==> config.mk <==
export PLATFORM = sky130hd
export DESIGN_NAME = control_sequencer
export DESIGN_NICKNAME = d
export VERILOG_FILES = /design/src/rtl/cpu_pkg.sv /design/src/rtl/control_sequencer.sv
export SDC_FILE = /design/constraint.sdc
export NUM_CORES = 1
export LEC_CHECK = 0
export ABC_CLOCK_PERIOD_IN_PS = 2510
export BUFFER_PORTS_ARGS = -buffer_cell sky130_fd_sc_hd__buf_2
export CAP_MARGIN = 20
export CORE_ASPECT_RATIO = 0.75
export CORE_UTILIZATION = 42
export DETAILED_ROUTE_END_ITERATION = 8
export PLACE_DENSITY = 0.81
export SETUP_SLACK_MARGIN = 0.05
export SYNTH_ARGS = -nofsm -noshare
export SYNTH_HDL_FRONTEND = slang
export SYNTH_SLANG_ARGS = --single-unit
==> constraint.sdc <==
create_clock -name clock -period 2.51 [get_ports clock]
set_clock_uncertainty 0.2 [all_clocks]
set_input_delay 0.502 -clock clock [delete_from_list [all_inputs] [get_ports clock]]
set_output_delay 0.502 -clock clock [all_outputs]
set_load 0.05 [all_outputs]
==> src/rtl/cpu_pkg.sv <==
// cpu_pkg: opcodes, ALU codes, sequencer states and control-word layout shared across the CPU
// Contents: OP_* opcode constants (IR[31:27]), ALU_* operation codes,
//           state_t (fetch T0-T2, execute T3-T7, HALT), ctrl_t (one bit per control line).
package cpu_pkg;
    localparam logic [4:0] OP_LD   = 5'b00000;
    localparam logic [4:0] OP_LDI  = 5'b00001;
    localparam logic [4:0] OP_ST   = 5'b00010;
    localparam logic [4:0] OP_ADD  = 5'b00011;
    localparam logic [4:0] OP_SUB  = 5'b00100;
    localparam logic [4:0] OP_AND  = 5'b00101;
    localparam logic [4:0] OP_OR   = 5'b00110;
    localparam logic [4:0] OP_SHR  = 5'b00111;
    localparam logic [4:0] OP_SHRA = 5'b01000;
    localparam logic [4:0] OP_SHL  = 5'b01001;
    localparam logic [4:0] OP_ROR  = 5'b01010;
    localparam logic [4:0] OP_ROL  = 5'b01011;
    localparam logic [4:0] OP_ADDI = 5'b01100;
    localparam logic [4:0] OP_ANDI = 5'b01101;
    localparam logic [4:0] OP_ORI  = 5'b01110;
    localparam logic [4:0] OP_BR   = 5'b10010;
    localparam logic [4:0] OP_JR   = 5'b10011;
    localparam logic [4:0] OP_IN   = 5'b10110;
    localparam logic [4:0] OP_OUT  = 5'b10111;
    localparam logic [4:0] OP_MFHI = 5'b11000;
    localparam logic [4:0] OP_MFLO = 5'b11001;
    localparam logic [4:0] OP_NOP  = 5'b11010;
    localparam logic [4:0] OP_HALT = 5'b11011;
    localparam logic [4:0] ALU_ADD = 5'b00011;
    localparam logic [4:0] ALU_AND = 5'b00101;
    localparam logic [4:0] ALU_OR  = 5'b00110;
    typedef enum logic [3:0] {S_T0, S_T1, S_T2, S_T3, S_T4, S_T5, S_T6, S_T7, S_HALT} state_t;
    typedef struct packed {
        logic pc_out, inc_pc, pc_in, mar_in, mdr_in, mdr_out, ir_in, read, write, ram_enable;
        logic y_in, zlo_in, zlo_out, c_out, gra, grb, grc, r_in, r_out, ba_out, con_in;
        logic zmux_enable, zselect, zmux_out, out_port_enable, port_inout;
    } ctrl_t;
    function automatic logic is_rtype(input logic [4:0] op);
        return op >= OP_ADD && op <= OP_ROL;
    endfunction
endpackage

==> src/rtl/control_sequencer.sv <==
// control_sequencer: Moore FSM issuing per-cycle datapath control for fetch and execute
// Ports: clock, clear (sync active-high); IR (opcode IR[31:27]); CON (branch flag);
//        26 single-bit control strobes; aluControl (ALU op); Run (0 only in HALT).
module control_sequencer
    import cpu_pkg::*;
(
    input  logic        clock,
    input  logic        clear,
    input  logic [31:0] IR,
    input  logic        CON,
    output logic        PCout, IncPC, PCin, MARin, MDRin, MDRout, IRin, read, write, RAMenable,
    output logic        Yin, ZLOin, ZLOout, Cout, Gra, Grb, Grc, Rin, Rout, BAout, conin,
    output logic        ZMuxEnable, ZSelect, ZMuxOut, OutPortenable, PortInout,
    output logic [4:0]  aluControl,
    output logic        Run
);
    state_t state_q, state_d;
    ctrl_t c;
    logic [4:0] op, alu;
    logic rtype, imm, addr, unused_ir;
    assign op = IR[31:27];
    assign unused_ir = ^IR[26:0];
    assign rtype = is_rtype(op);
    assign imm = op == OP_ADDI || op == OP_ANDI || op == OP_ORI;
    // ldi, ld and st all form an effective address Rb + C (Rb = 0 reads as base 0 via BAout)
    assign addr = op == OP_LDI || op == OP_LD || op == OP_ST;
    always_ff @(posedge clock)
        if (clear) state_q <= S_T0;
        else state_q <= state_d;
    always_comb begin
        c = '0;
        alu = '0;
        state_d = state_q;
        case (state_q)
            S_T0: begin c.pc_out = 1'b1; c.mar_in = 1'b1; c.inc_pc = 1'b1; state_d = S_T1; end
            S_T1: begin c.read = 1'b1; c.ram_enable = 1'b1; c.mdr_in = 1'b1; state_d = S_T2; end
            S_T2: begin c.mdr_out = 1'b1; c.ir_in = 1'b1; state_d = S_T3; end
            S_T3: begin
                state_d = S_T0;
                if (rtype || imm) begin
                    c.grb = 1'b1; c.r_out = 1'b1; c.y_in = 1'b1; state_d = S_T4;
                end else if (addr) begin
                    c.grb = 1'b1; c.ba_out = 1'b1; c.y_in = 1'b1; state_d = S_T4;
                end else if (op == OP_BR) begin
                    c.grb = 1'b1; c.r_out = 1'b1; c.con_in = 1'b1; state_d = S_T4;
                end else if (op == OP_MFHI || op == OP_MFLO) begin
                    c.zmux_enable = 1'b1; c.zmux_out = 1'b1; c.zselect = op == OP_MFHI;
                    c.gra = 1'b1; c.r_in = 1'b1;
                end else if (op == OP_IN) begin
                    c.port_inout = 1'b1; c.gra = 1'b1; c.r_in = 1'b1;
                end else if (op == OP_OUT) begin
                    c.gra = 1'b1; c.r_out = 1'b1; c.out_port_enable = 1'b1;
                end else if (op == OP_JR) begin
                    c.gra = 1'b1; c.r_out = 1'b1; c.pc_in = 1'b1;
                end else if (op != OP_NOP) state_d = S_HALT;
            end
            S_T4: begin
                state_d = S_T5;
                if (rtype) begin
                    c.grc = 1'b1; c.r_out = 1'b1; c.zlo_in = 1'b1; alu = op;
                end else if (op == OP_BR) begin
                    c.pc_out = 1'b1; c.y_in = 1'b1;
                end else begin
                    c.c_out = 1'b1; c.zlo_in = 1'b1;
                    alu = op == OP_ANDI ? ALU_AND : op == OP_ORI ? ALU_OR : ALU_ADD;
                end
            end
            S_T5: begin
                state_d = S_T0;
                if (op == OP_BR) begin
                    c.c_out = 1'b1; c.zlo_in = 1'b1; alu = ALU_ADD; state_d = S_T6;
                end else if (op == OP_LD || op == OP_ST) begin
                    c.zlo_out = 1'b1; c.mar_in = 1'b1; state_d = S_T6;
                end else begin
                    c.zlo_out = 1'b1; c.gra = 1'b1; c.r_in = 1'b1;
                end
            end
            S_T6: begin
                state_d = S_T7;
                if (op == OP_LD) begin
                    c.read = 1'b1; c.ram_enable = 1'b1; c.mdr_in = 1'b1;
                end else if (op == OP_ST) begin
                    c.gra = 1'b1; c.r_out = 1'b1; c.mdr_in = 1'b1;
                end else begin
                    c.zlo_out = 1'b1; c.pc_in = CON; state_d = S_T0;
                end
            end
            S_T7: begin
                state_d = S_T0;
                if (op == OP_LD) begin
                    c.mdr_out = 1'b1; c.gra = 1'b1; c.r_in = 1'b1;
                end else begin
                    c.write = 1'b1; c.ram_enable = 1'b1;
                end
            end
            S_HALT: state_d = S_HALT;
            default: state_d = S_T0;
        endcase
        if (clear) begin
            c = '0;
            alu = '0;
        end
    end
    assign {PCout, IncPC, PCin, MARin, MDRin, MDRout, IRin, read, write, RAMenable} =
        {c.pc_out, c.inc_pc, c.pc_in, c.mar_in, c.mdr_in, c.mdr_out, c.ir_in, c.read, c.write, c.ram_enable};
    assign {Yin, ZLOin, ZLOout, Cout, Gra, Grb, Grc, Rin, Rout, BAout, conin} =
        {c.y_in, c.zlo_in, c.zlo_out, c.c_out, c.gra, c.grb, c.grc, c.r_in, c.r_out, c.ba_out, c.con_in};
    assign {ZMuxEnable, ZSelect, ZMuxOut, OutPortenable, PortInout} =
        {c.zmux_enable, c.zselect, c.zmux_out, c.out_port_enable, c.port_inout};
    assign aluControl = alu;
    assign Run = clear || state_q != S_HALT;
endmodule

==> results.sh, run 1 <==
export IMPL_synth_seq_cells=4
export IMPL_yosysWarningCount=0
export IMPL_synth_nets=193
export IMPL_worstEndpointType="output port"
export IMPL_worst_endpoint="Gra"
export IMPL_flow_stopped_at="global routing (5_1_grt)"
export IMPL_routabilityCongestion=0.893
export IMPL_synth_seq_area_share=0.0822
export IMPL_outcome="did not finish"
export IMPL_netlist_area_sq_um=975
export IMPL_tool_error="[ERROR DPL-0038] Utilization greater than 100%, impossible to legalize"
export IMPL_hpwl_microns=2890
export IMPL_synth_edf_count=0
export IMPL_synthArstFlopShare=0
export IMPL_rows=14
export IMPL_cts_max_level=1
export IMPL_syn_area_per_cell_sq_um=6.17
export IMPL_port_buffers=38
export IMPL_clkSinkCount=4
export IMPL_grt_max_degree=19
export IMPL_die_w_microns=57.6
export IMPL_yosys_area_top_type="dfxtp_1"
export IMPL_die_h_microns=43.7
export IMPL_synth_cells=158
export IMPL_dpl_worst_slack_ns=-0.243
export IMPL_initial_core_util=0.464
export IMPL_hold_buffers=0
export IMPL_synth_top_area_frac=0.0822
export IMPL_root_buffer="clkbuf_4"
export IMPL_ys_top_cells_by_area="dfxtp_1, nor2_1, a21oi_1"
export IMPL_clock_tree_buffer_depth=2
export IMPL_ys_flop_type="dfxtp_1"
export IMPL_cts_buffers=3
export IMPL_ios=67
export IMPL_ys_types=49
==> synth_stat cells, types with 5 or more instances <==
master	count
nor2_1	19
clkbuf_1	11
a21oi_1	10
nand2_1	10
nor3_1	9
nand2b_1	8
o21ai_0	7
nand3_1	6
a211oi_1	5
a31oi_1	5
and3_1	5
==> cells by family after synthesis <==
kind of cell               count (synthesis)  share of synthesized area
DFF                                        4                     0.0822
and+or+nand+nor                           84                      0.476
buffers and inverters                     23                      0.116
AOI/OAI and AO/OA                         44                      0.303
adders and majority gates                  1                     0.0103
xor gates and xnor gates                   1                    0.00899
other                                      1                    0.00385
==> timing repair <==
action | 4_1_cts
buffers inserted | 5
cloned | 0
pin swaps | 18
gates resized for setup | 68
setup endpoints to repair | 26
==> through the flow <==
stage / utilization / TNS, ns / instance area, sq um / std cells
after floorplan: - / -1.43 / 1260 / 158
after global placement: 0.775 / -1.32 / 1630 / 236
after detailed placement: 0.775 / -1.99 / 1630 / 236
after CTS: 0.920 / -0.189 / 1930 / 243
==> inputs of run 2 (changes only) <==
--- a/config.mk
+++ b/config.mk
@@ -8,11 +8,10 @@
 export ABC_CLOCK_PERIOD_IN_PS = 2510
 export BUFFER_PORTS_ARGS = -buffer_cell sky130_fd_sc_hd__buf_2
 export CAP_MARGIN = 20
-export CORE_ASPECT_RATIO = 0.75
-export CORE_UTILIZATION = 42
+export CORE_AREA = 2 2 63 65
 export DETAILED_ROUTE_END_ITERATION = 8
-export PLACE_DENSITY = 0.81
-export SETUP_SLACK_MARGIN = 0.05
+export DIE_AREA = 0 0 65 67
+export PLACE_DENSITY_LB_ADDON = 0.15
 export SYNTH_ARGS = -nofsm -noshare
 export SYNTH_HDL_FRONTEND = slang
 export SYNTH_SLANG_ARGS = --single-unit
==> results.sh, run 2 <==
export IMPL_outcome="finished with violations"
export IMPL_violations="setup timing"
export IMPL_synth_cells=158
export IMPL_synthArstFlopShare=0
export IMPL_reg_top3="state_q (4)"
export IMPL_crit_arrival_ns=1.91
export IMPL_leakage_nw=0.931
export IMPL_yosys_cell_count_top_type="nor2_1"
export IMPL_vias_per_cell=5.29
export IMPL_syn_area_per_cell_sq_um=6.17
export IMPL_p_total_mw=0.512
export IMPL_syn_to_final_growth_pct=115
export IMPL_cp_data_required_time_ns=1.81
export IMPL_finalInstanceArea_sq_mm=0.00210
export IMPL_clock_latency_ns=0.22
export IMPL_synth_nets=193
export IMPL_cts_tree="built"
export IMPL_end_kind="primary output"
export IMPL_drt_wl_total_microns=4190
export IMPL_wl_per_cell_microns=15.0
export IMPL_layout_common_cells="buf_4, buf_6, nor2_1, buf_2, nand2_1"
export IMPL_startpoint_type="input pin"
export IMPL_ys_top_cells_by_area="dfxtp_1, nor2_1, a21oi_1"
export IMPL_maxCapViolCount=0
export IMPL_setup_viol=3
export IMPL_hpwl_microns=3160
export IMPL_regArea_sq_um=85.1
export IMPL_powerDensity_mw_per_mm2=245
export IMPL_track_usage=0.192
export IMPL_port_buffers=38
export IMPL_clock_tree_buffer_depth=2
export IMPL_clkSinkCount=4
export IMPL_grt_max_degree=14
export IMPL_die_w_microns=65
export IMPL_n_antenna_cell=0
export IMPL_route_detailed_drc=0
export IMPL_ir_drop_uv=109
export IMPL_worstReg2RegStart="state_q[3]$_SDFF_PP0_"
export IMPL_synth_xor_area_frac=0.00899
export IMPL_ys_types=49
export IMPL_synthTopCellsByCount="nor2_1, clkbuf_1, a21oi_1, nand2_1, nor3_1"
export IMPL_synth_top_area_frac=0.0822
export IMPL_min_period_ns=2.62
export IMPL_antenna_found_initial=0
export IMPL_tns_ns=-0.256
export IMPL_slew_headroom=0.580
export IMPL_netlist_area_sq_um=975
export IMPL_fp_coreArea_sq_mm=0.00361
export IMPL_hold_class="reg2reg"
export IMPL_synth_seq_cells=4
export IMPL_critPathKind="in2out"
export IMPL_period_share=1.04
export IMPL_ios=67
export IMPL_die_area_sq_mm=0.00436
export IMPL_synth_top_family_by_area="simple AND/OR/NAND/NOR gates"
export IMPL_vias=1481
export IMPL_yosysWarningCount=0
export IMPL_place_area_sq_mm=0.00169
export IMPL_largest_register_ffs=4
export IMPL_drt_iter0_drc=66
export IMPL_grt_pass1_vias=1383
export IMPL_synth_seq_area_share=0.0822
export IMPL_die_h_microns=67
export IMPL_nFillCells=327
export IMPL_layout_commonest_cell="buf_4"
export IMPL_hold_violations=0
export IMPL_fin_util=0.581
export IMPL_synth_adder_area_share=0.0103
export IMPL_cp_max_fo=3
export IMPL_yosys_area_top_type="dfxtp_1"
export IMPL_synth_mux_area_frac=0
export IMPL_rsz0062_at_grt="yes"
export IMPL_cts_buffers=3
export IMPL_synthSimpleGateAreaFrac=0.476
export IMPL_synth_edf_count=0
export IMPL_largest_register="state_q"
export IMPL_first_pass_iters=4
export IMPL_multi_input_area_sq_mm=0.00112
export IMPL_max_freq_mhz=382
export IMPL_timing_hold_ws_ns=0.325
export IMPL_drive_gt1_frac=0.642
export IMPL_max_slew_worst_pin_slew_ns=0.623
export IMPL_fin_ws_ns=-0.107
export IMPL_rows=22
export IMPL_hp_start="state_q[1]$_SDFF_PP0_"
export IMPL_grt_pass1_wl_microns=6540
export IMPL_final_antenna_net_count=0
export IMPL_synth_compound_area_frac=0.303
export IMPL_nNetsFinal=269
export IMPL_routabilityCongestion=0.812
export IMPL_ys_flop_type="dfxtp_1"
export IMPL_initial_core_util=0.270
export IMPL_slew_violations=0
export IMPL_clkTransAtPathRegs_ns=0.03
export IMPL_cp_startpoint="IR[31]"
export IMPL_cts_max_level=1
export IMPL_root_buffer="clkbuf_8"
export IMPL_grt_ovfl_total=0
run 2: kinds of logic (layout without fill, tap and decap cells):
family                   after synthesis  count (layout)
adder cells (fa/ha/maj)                1               1
XOR/XNOR                               1               1
buffers and inverters                 23              97
flip-flops                             4               4
AO/OA/AOI/OAI                         44              44
AND/OR/NAND/NOR                       84              84
other                                  1               1
run 2: area by class of cell:
| cell class | instances | area share |
|---|---|---|
| timing repair buffer | 91 | 0.370 |
| sequential | 4 | 0.0406 |
| multi-input combinational | 131 | 0.536 |
| clock buffer | 3 | 0.0197 |
| tap | 48 | 0.0287 |
| inverter | 3 | 0.00537 |
run 2: what timing repair did:
item	4_1_cts	5_1_grt
gates cloned	0	0
endpoints found under the hold margin	0	0
buffers inserted	2	4
resized for setup	46	40
setup endpoints to repair	24	25
pin swaps	4	11
hold buffers	0	0
run 2: worst paths after layout:
| check | to | depth (start not counted) | slack (ns) |
|---|---|---|---|
| worst min-delay path | state_q[0]$_SDFF_PP0_ | 1 | 0.33 |
| worst min register to register | state_q[0]$_SDFF_PP0_ | 1 | 0.33 |
| worst max-delay path | Gra | 6 | -0.11 |
| worst max register to register | state_q[3]$_SDFF_PP0_ | 4 | 0.98 |
run 2: routing by layer:
layer	track usage	wire length (microns)	up-vias
met5	0	0	-
met4	0.0532	54	0
met3	0.0270	159	6
met2	0.334	2120	44
met1	0.246	1850	706
li1	-	-	725
run 2: stage by stage:
stage | cells | setup slack, ns
2_1_floorplan | 158 | -0.348
3_3_place_gp | 272 | -0.206
3_5_place_dp | 272 | -0.207
4_1_cts | 277 | -0.113
5_1_grt | 280 | -0.140
6_report | 280 | -0.107
run 2: where the power goes:
group	switching [mW]	internal (mW)
Clock	0.0343	0.102
Sequential	0.00755	0.0680
Combinational	0.171	0.130
Total	0.213	0.300
run 2: worst max-delay path, cell delays in order:
cell and delay (ns):
buf_6 0.10, or4_4 0.56, nor2b_4 0.15, a32oi_2 0.12
a221oi_4 0.29, buf_6 0.19
Power figures use the tool's default switching activity.
==> inputs of run 3 (changes only) <==
--- a/config.mk
+++ b/config.mk
@@ -12,6 +12,7 @@
 export DETAILED_ROUTE_END_ITERATION = 8
 export DIE_AREA = 0 0 65 67
 export PLACE_DENSITY_LB_ADDON = 0.15
+export RECOVER_POWER = 50
 export SYNTH_ARGS = -nofsm -noshare
 export SYNTH_HDL_FRONTEND = slang
 export SYNTH_SLANG_ARGS = --single-unit
==> results.sh, run 3 (synthesis gave the netlist of run 2 again) <==
export IMPL_clkTransAtPathRegs_ns=0.03
export IMPL_reg_top3="state_q (4)"
export IMPL_setup_viol=3
export IMPL_p_sw_frac=0.415
export IMPL_timing_hold_ws_ns=0.325
export IMPL_layout_commonest_cell="buf_4"
export IMPL_cts_max_level=1
export IMPL_drive_gt1_frac=0.634
export IMPL_hpwl_microns=3160
export IMPL_finalInstanceArea_sq_mm=0.00209
export IMPL_grt_pass1_vias=1383
export IMPL_leakage_nw=0.922
export IMPL_instances_no_fill=280
export IMPL_slew_violations=0
export IMPL_ios=67
export IMPL_outcome="finished with violations"
export IMPL_place_area_sq_mm=0.00169
export IMPL_powerDensity_mw_per_mm2=245
export IMPL_nFillCells=329
export IMPL_critPathKind="in2out"
export IMPL_slew_headroom=0.580
export IMPL_rows=22
export IMPL_ir_drop_uv=109
export IMPL_die_w_microns=65
export IMPL_p_sw_mw=0.213
export IMPL_r2r_slack_ns=0.99
export IMPL_fin_util=0.579
export IMPL_crit_top_cell="buf_6"
export IMPL_die_area_sq_mm=0.00436
export IMPL_layout_common_cells="buf_4, buf_6, nor2_1"
export IMPL_reg2reg_depth=4
export IMPL_drt_wl_total_microns=4180
export IMPL_hp_start="state_q[1]$_SDFF_PP0_"
export IMPL_end_kind="primary output"
export IMPL_dp_cells=272
export IMPL_clkPwrFrac=0.267
export IMPL_cp_top_family="simple AND/OR/NAND/NOR gates"
export IMPL_fp_coreArea_sq_mm=0.00361
export IMPL_largest_register_ffs=4
export IMPL_p_comb_frac=0.586
export IMPL_clock_tree_buffer_depth=2
export IMPL_largest_register="state_q"
export IMPL_fin_ws_ns=-0.109
export IMPL_cp_max_fo=3
export IMPL_violations="setup timing"
export IMPL_grt_max_degree=14
export IMPL_clock_latency_ns=0.22
export IMPL_rsz0062_at_grt="yes"
export IMPL_n_antenna_cell=0
export IMPL_final_antenna_net_count=0
export IMPL_hold_violations=0
export IMPL_min_period_ns=2.62
export IMPL_tns_ns=-0.262
export IMPL_track_usage=0.192
export IMPL_holdPathEnd="state_q[0]$_SDFF_PP0_"
export IMPL_first_pass_iters=4
export IMPL_antenna_found_initial=0
export IMPL_period_share=1.04
export IMPL_grt_ovfl_total=0
export IMPL_max_stage_delay_ns=0.56
export IMPL_power_frac_seq=0.148
export IMPL_clkSinkCount=4
export IMPL_die_h_microns=67
export IMPL_vias=1477
export IMPL_port_buffers=38
export IMPL_cts_buffers=3
export IMPL_drt_iter0_drc=61
export IMPL_routabilityCongestion=0.812
export IMPL_route_detailed_drc=0
export IMPL_nNetsFinal=269
export IMPL_vias_per_cell=5.28
export IMPL_dpl_worst_slack_ns=-0.207
export IMPL_wl_per_cell_microns=14.9
export IMPL_cp_data_required_time_ns=1.81
export IMPL_cts_tree="built"
export IMPL_max_freq_mhz=382
export IMPL_r2r_end="state_q[3]$_SDFF_PP0_"
export IMPL_maxCapViolCount=0
export IMPL_p_int_mw=0.299
export IMPL_root_buffer="clkbuf_8"
export IMPL_worstReg2RegStart="state_q[3]$_SDFF_PP0_"
export IMPL_min_path_cells=1
export IMPL_p_total_mw=0.512
export IMPL_initial_core_util=0.270
export IMPL_startpoint_type="input pin"
export IMPL_path_buf_inv=2
export IMPL_syn_to_final_growth_pct=114
export IMPL_crit_arrival_ns=1.92
export IMPL_cpMaxStageDelayCell="or4_4"
export IMPL_hold_class="reg2reg"
export IMPL_path_cells="buf_6, or4_4, nor2b_4, a32oi_2, a221oi_4, buf_6"
export IMPL_grt_pass1_wl_microns=6540
export IMPL_max_slew_worst_pin_slew_ns=0.623
==> run 3: changes by cell type in the layout (fill, tap and decap cells not counted) <==
cell | previous run | this run
clkbuf_1 | 0 | 2
clkbuf_2 | 0 | 5
buf_2 | 12 | 7
clkbuf_4 | 2 | 3
o21ai_0 | 4 | 5
buf_4 | 51 | 48
o21ai_1 | 2 | 1
==> run 3: routing by layer <==
| layer | track usage | wire, microns | part of all wire | vias up |
|---|---|---|---|---|
| li1 | - | - | - | 725 |
| met1 | 0.246 | 1850 | 0.44 | 710 |
| met2 | 0.334 | 2130 | 0.51 | 36 |
| met3 | 0.0270 | 139 | 0.033 | 6 |
| met4 | 0.0532 | 54 | 0.013 | 0 |
| met5 | 0 | 0 | 0 | - |
==> run 3: final cells by class <==
class	count	area, sq um	share of cell area
multi-input combinational	131	1120	0.537
tap	48	60.1	0.0288
timing repair buffer	91	768	0.368
sequential	4	85.1	0.0407
clock buffer	3	41.3	0.0198
inverter	3	11.3	0.00539
==> run 3: power by group through the flow <==
stage	registers, mW	clock network [mW]	logic [mW]
2_1_floorplan	0.0702	0	0.165
3_3_place_gp	0.0763	0	0.246
3_5_place_dp	0.0768	0	0.247
4_1_cts	0.0764	0.140	0.264
5_1_grt	0.0761	0.144	0.320
6_report	0.0755	0.137	0.300
==> run 3: how the worst max path moves through the flow <==
| stage | start | endpoint | slack, ns | depth (start not counted) |
|---|---|---|---|---|
| global route | IR[31] | Gra | -0.14 | 6 |
| finish | IR[31] | Gra | -0.11 | 6 |
| floorplan | clear | OutPortenable | -0.35 | 3 |
| global placement | IR[31] | Gra | -0.21 | 6 |
| CTS | IR[31] | Gra | -0.11 | 6 |
| detailed placement | IR[31] | Gra | -0.21 | 6 |
==> run 3: repair_timing <==
item,4_1_cts,5_1_grt
setup endpoints to repair,24,25
gates resized for setup,46,40
gates cloned,0,0
endpoints found under the hold margin,0,0
setup buffers,2,4
pin swaps,4,11
hold buffers,0,0
==> run 3: worst register-to-register path, cell delays in order (launching register included) <==
cell      delay [ns]
dfxtp_1         0.31
buf_4           0.18
nor3_2          0.23
nand2b_2        0.20
o21ai_0         0.30
